`src/rtl/mips_fetch_unit.sv`:
```
// Instruction fetch stage feeding the MIPS control unit.
// Holds the PC, fetches one word per req/ack handshake, presents the
// latched instruction and its opcode, computes sequential or beq-taken
// next PC, holds under stall and raises a sticky fault on fetch timeout.
module mips_fetch_unit #(
    parameter logic [31:0] RESET_PC = 32'h0000_0000,
    parameter int unsigned TIMEOUT  = 16
) (
    input  logic        clk,
    input  logic        rst_n,
    output logic        imem_req_o,
    output logic [31:0] imem_addr_o,
    input  logic        imem_ack_i,
    input  logic [31:0] imem_data_i,
    input  logic        stall_i,
    input  logic        branch_i,
    input  logic        zero_i,
    input  logic [15:0] branch_imm_i,
    output logic [31:0] instr_o,
    output logic [5:0]  opcode_o,
    output logic        instr_valid_o,
    output logic [31:0] pc_o,
    output logic        fault_o
);

    // Word-aligned reset PC: the low two address bits are always zero.
    localparam logic [31:0] PC_INIT = {RESET_PC[31:2], 2'b00};

    // The wait counter holds the number of REQ cycles already spent without
    // an ack, so it only ever needs to reach TIMEOUT-1.
    localparam int unsigned CNT_W    = (TIMEOUT > 1) ? $clog2(TIMEOUT) : 1;
    localparam logic [CNT_W-1:0] CNT_LAST = CNT_W'(TIMEOUT - 1);

    typedef enum logic [1:0] {
        ST_IDLE  = 2'd0,
        ST_REQ   = 2'd1,
        ST_VALID = 2'd2,
        ST_FAULT = 2'd3
    } state_t;

    state_t            state_q, state_d;
    logic [31:0]       pc_q, pc_d;
    logic [31:0]       instr_q, instr_d;
    logic [CNT_W-1:0]  cnt_q, cnt_d;

    logic [31:0]       pc_seq;
    logic [31:0]       branch_off;
    logic [31:0]       pc_next;

    // Next-PC arithmetic: sequential, or beq-taken with sign-extended word offset.
    always_comb begin
        pc_seq     = pc_q + 32'd4;
        branch_off = {{14{branch_imm_i[15]}}, branch_imm_i, 2'b00};
        pc_next    = (branch_i && zero_i) ? (pc_seq + branch_off) : pc_seq;
    end

    // State, PC, instruction and wait-counter registers with async reset.
    always_ff @(posedge clk or negedge rst_n) begin
        if (!rst_n) begin
            state_q <= ST_IDLE;
            pc_q    <= PC_INIT;
            instr_q <= 32'd0;
            cnt_q   <= '0;
        end else begin
            state_q <= state_d;
            pc_q    <= pc_d;
            instr_q <= instr_d;
            cnt_q   <= cnt_d;
        end
    end

    // Next-state logic; an ack takes priority over the timeout in the last REQ cycle.
    always_comb begin
        state_d = state_q;
        pc_d    = pc_q;
        instr_d = instr_q;
        cnt_d   = cnt_q;
        case (state_q)
            ST_IDLE: begin
                cnt_d   = '0;
                state_d = ST_REQ;
            end
            ST_REQ: begin
                if (imem_ack_i) begin
                    instr_d = imem_data_i;
                    cnt_d   = '0;
                    state_d = ST_VALID;
                end else if (cnt_q == CNT_LAST) begin
                    cnt_d   = '0;
                    state_d = ST_FAULT;
                end else begin
                    cnt_d   = cnt_q + 1'b1;
                end
            end
            ST_VALID: begin
                if (!stall_i) begin
                    pc_d    = pc_next;
                    state_d = ST_REQ;
                end
            end
            ST_FAULT: begin
                state_d = ST_FAULT;
            end
            default: begin
                state_d = ST_IDLE;
            end
        endcase
    end

    // Outputs decode straight from the registered state so reset clears them at once.
    always_comb begin
        imem_req_o    = (state_q == ST_REQ);
        instr_valid_o = (state_q == ST_VALID);
        fault_o       = (state_q == ST_FAULT);
        imem_addr_o   = pc_q;
        pc_o          = pc_q;
        instr_o       = instr_q;
        opcode_o      = instr_q[31:26];
    end

endmodule

```
`config.mk`:
```
export PLATFORM = sky130hd
export DESIGN_NAME = mips_fetch_unit
export DESIGN_NICKNAME = d
export VERILOG_FILES = /design/src/rtl/mips_fetch_unit.sv
export SDC_FILE = /design/constraint.sdc
export NUM_CORES = 1
export LEC_CHECK = 0
export BUFFER_PORTS_ARGS = -buffer_cell sky130_fd_sc_hd__buf_2
export CORE_ASPECT_RATIO = 1.5
export CORE_MARGIN = 4
export CORE_UTILIZATION = 55
export CTS_CLUSTER_SIZE = 28
export DETAILED_ROUTE_END_ITERATION = 12
export PLACE_DENSITY = 0.92
export SKIP_CTS_REPAIR_TIMING = 1
export SLEW_MARGIN = 5
export SYNTH_ARGS = -nofsm -noshare
export SYNTH_HDL_FRONTEND = slang
export SYNTH_SLANG_ARGS = --single-unit
export TNS_END_PERCENT = 20
```
`constraint.sdc`:
```
create_clock -name clk -period 11.56 [get_ports clk]
set_clock_uncertainty 0.15 [all_clocks]
set_input_delay 1.156 -clock clk [delete_from_list [all_inputs] [get_ports clk]]
set_output_delay 1.156 -clock clk [all_outputs]
set_load 0.05 [all_outputs]
```
# Yosys cells after proc, flatten, opt, wreduce, memory -nomap -nowiden
# Cells that the tools add are included.
# totals
reg_bits	70
latch_bits	0
ram_bits	0
mem_bits_ro	0
output_inout_bits	105
elab_cells	28
mem_count	0
# op_classes
add_sub_neg	3
mul	0
n_div	0
magnitude_cmp	0
n_eq_ne	6
n_shift	0
mux	8
bitwise_logic	1
reduce_logical	6
# ops
operator	n
$add A32 B3 Y32 const B	1
$add A32 B32 Y32	1
$mux W32	1
$mux W4	2
$pmux W2 S4	1
$pmux W4 S2	1
$mux W2	3
$reduce_and A2 Y1	3
$add A4 B1 Y4 const B	1
$eq A2 B2 Y1 const B	2
$eq A4 B4 Y1 const B	1
$ne A3 B1 Y1 const B	1
$eq A2 B1 Y1 const B	1
$logic_not A2 Y1	1
$ne A2 B2 Y1 const B	1
$reduce_bool A2 Y1	1
$logic_and A1 B1 Y1	1
$not A1 Y1	1

# Longest topological paths before layout
# depth
word_depth	4
mapped_depth	19
depth_no_buf	17

# Least setup slack after synthesis
# No wires, ideal clock.
# synth_path
path_kind	register -> register
from	reg pc_q[4], in the netlist imem_addr_o[4]
to	reg pc_q[29], in the netlist imem_addr_o[29]
setup_time_ns	0.136
arrival_time_ns	3.884
t_required_ns	11.274
path_slack_ns	7.390
stages_incl_launch_ff	15
path_buffers	1
period_less_slack_ns	4.170
cell_sequence	dfrtp_1 -> and3_1 -> nand4_1 -> or4_1 -> buf_2 -> nor3_1 -> xor2_1 -> ha_1 -> a21o_1 -> a21oi_1 -> o32ai_1 -> o31a_1 -> or2_2 -> a2111oi_0 -> o21ai_0
# synth_via
elab_chain_len	3
# synth_lines
item	line_no	rtl
start: declaration	42	logic [31:0] pc_q, pc_d;
start signal: assignment	66	pc_q <= pc_d;
$add A32 B3 Y32 (*)	52	pc_seq = pc_q + 32'd4;
$add A32 B32 Y32	54	pc_next = (branch_i && zero_i) ? (pc_seq + branch_off) : pc_seq;
$mux W32 (*)	54	
# Every way passes the cells marked *; elsewhere a longest branch is shown, timed or not.
# A chain may end at the register's enable or synchronous reset.

# Worst setup path in the final report
# Ends and elaborated chain as after synthesis.

==> impl_metrics.toml <==
[sta]
finalSetupTns_ns = 0
period_share_pct = 37.7
rsz0062_at_grt = "false"
finalHoldViolCount = 0
whs_ns = 0.340
fin_crit_ns = 4.36
slew_viol_final = 0
setup_viol = 0
worst_slack_ns = 7.20
fmax_mhz = 229
worst_slew_pin_slew_ns = 1.25
slew_headroom_pct = 16.4

[flow_run]
drv_cap = 0

[hold_path]
hold_path.class = "reg -> reg"
min_from = "cnt_q[3]"

[placement]
place.port_buffers = 154
dp_slack_ns = 7.30
dp_hpwl_um = 12000
place.gp.congestion = 0.933

[critical_path]
crit_required_ns = 11.61
crit_start = "imem_addr_o[4]"
cp_max_fo = 9
critPathKind = "reg -> reg"
end_kind = "register"
arrival_ns = 4.41
r2r_start = "imem_addr_o[4]"
worst_setup_path_start_kind = "register"

[power_and_ir_drop]
power.leakage_nw = 3.09
finalPower_w = 0.00182
intPower_w = 0.000841
p_clk_share_pct = 17.3
ir_drop_v = 0.000222
power.density_nw_per_um2 = 287
switching_share_pct = 53.8
power_frac_seq_pct = 23.3
power.switching_w = 0.000979
pwr-share-comb_pct = 59.4

[clocking]
htreeDepth = 3
cts.reportedPaths.clkPinSlew_ns = 0.06
cts_made_buffers = 9
cts-root-buf = "clkbuf_16"
cts.sinks = 68
insertion_delay_ns = 0.33
cts_tree = "built"
cts_max_path_buffers = 2

[synthesis]
synth_ff_type = "dfrtp_1"
yosysTopAreaCellShare_pct = 31.1
synth_edf_count = 0
syn_inst = 631
synth_top_area_cell = "dfrtp_1"
ys_warn_count = 0
synth_area_um2 = 5460
syn_avg_cell_area_um2 = 8.66
async_flop_share_pct = 100
synth_seq_cells = 68
synth_most_common_cell = "dfrtp_1"
ys_seq_area_share_pct = 31.1
synth_top_cells_by_area = "dfrtp_1 31%, ha_1 8.7%, mux2_2 7.0%, buf_4 5.6%, a21oi_1 4.9%"
synth.distinct_cells = 59
synth_commonest_cells = "68 x dfrtp_1, 55 x nand2_1, 54 x a21oi_1, 52 x nor2_1, 41 x buf_4"

[floorplanning]
rows = 44
dieArea_um2 = 11600
io_pins = 159
start_util_pct = 56.4
die_w_um = 89.4
core_area_um2 = 9690
die_h_um = 130

[final_layout]
area_delta_synth_final_pct = 16.2
diodes = 0
fillers = 803
fin_util_pct = 65.5
nets = 827
drive_gt1_share_pct = 29.5

[global_routing]
grt_use_total_pct = 27.5
grt_pass1_wl_um = 25000
first_global_vias = 5380
grt_max_degree = 69
antenna_found_initial = 0
overflow = 0

[drt]
via_count = 5242
drt_iter0_drc = 307
postRouteAntennaNets = 0
wl_per_cell_um = 18.5
wl_um = 15800
avgViaCountPerCell = 6.14
drtPass1Iterations = 5
drc = 0

[run_status]
status = "finished clean"
power groups by stage:
stage | clock network, W | registers, W | logic [W]
2_1_floorplan | 0 | 0.000693 | 0.000605
3_3_place_gp | 0 | 0.000414 | 0.00106
3_5_place_dp | 0 | 0.000427 | 0.00108
4_1_cts | 0.000318 | 0.000424 | 0.00108
5_1_grt | 0.000328 | 0.000438 | 0.00116
6_report | 0.000314 | 0.000425 | 0.00108
final cells by class:
class	instances	area (um^2)	share of cell area, %
multi-input cells	489	3330	52.4
flip-flops and latches	68	1700	26.8
repair buffers	159	808	12.7
clock buffers	10	229	3.61
well taps	115	144	2.27
clock inverters	6	113	1.77
inverters	7	26.3	0.414
registers in the layout, indices dropped and copies added, names as in the netlist:
signal	flops
cnt_q	4
instr_o	32
imem_addr_o	30
state_q	2
layout by cell type (no fill, tap or decap), drive strengths merged, types with 4 or more instances in the layout:
cell    Yosys  routed
o21bai      9       9
xor2       26      26
nand4      10      10
a21o        9       9
a21oi      54      54
o21ai      38      38
ha         38      38
buf        49     159
and2        5       5
xnor2      23      23
a31oi       8       8
o21a        4       4
nor2b       8       8
conb        1       4
nand3      28      28
nand2      55      55
and3       11      11
nor2       52      52
mux2       34      34
nor3        8       8
nand2b      4       4
clkbuf     21      10
dfrtp      68      68
a22oi       6       6
nor4        5       5
inv         7       7
o22ai       8       8
a211oi      4       4
worst paths after layout:
check | end | slack, ns | cells past startpoint
max | imem_addr_o[29] | 7.20 | 13
min | cnt_q[3] | 0.34 | 1
max reg2reg | imem_addr_o[29] | 7.20 | 13
min reg2reg | cnt_q[3] | 0.34 | 1
max in group asynchronous | imem_addr_o[19] | 9.81 | 2
min in group asynchronous | cnt_q[3] | 0.88 | 2
critical path: stages (launching register included):
cell       delay (ns)
dfrtp_1          0.49
and3_1           0.23
nand4_1          0.18
or4_1            0.58
nor3_1           0.36
xor2_1           0.19
ha_1             0.32
a21o_1           0.23
a21oi_1          0.17
o32ai_1          0.14
o31a_1           0.33
or2_2            0.32
a2111oi_0        0.38
o21ai_0          0.14
kinds of logic after synthesis:
logic type	count (synthesis)	share of synthesized area, %
other cells	1	0.0686
xor+xnor	49	7.85
simple gates	197	17.6
mux	36	7.37
buf+inv	77	8.20
fa+ha+maj	39	9.07
flops	68	31.1
compound gates	164	18.7
through the flow:
stage,instances,instance area (um^2)
3_5_place_dp,838,6010
4_1_cts,854,6350
6_report,854,6350
5_1_grt,854,6350
2_1_floorplan,634,5480
3_3_place_gp,838,6010
metal layers:
layer / vias to the layer above / track usage (%) / wire (um)
met4: 0 / 16.2 / 905
met5: - / 0 / 0
li1: 2433 / - / -
met3: 79 / 4.36 / 1240
met1: 2445 / 28.3 / 5510
met2: 285 / 50.7 / 8120
No activity file was read; power rests on OpenSTA's default activity.
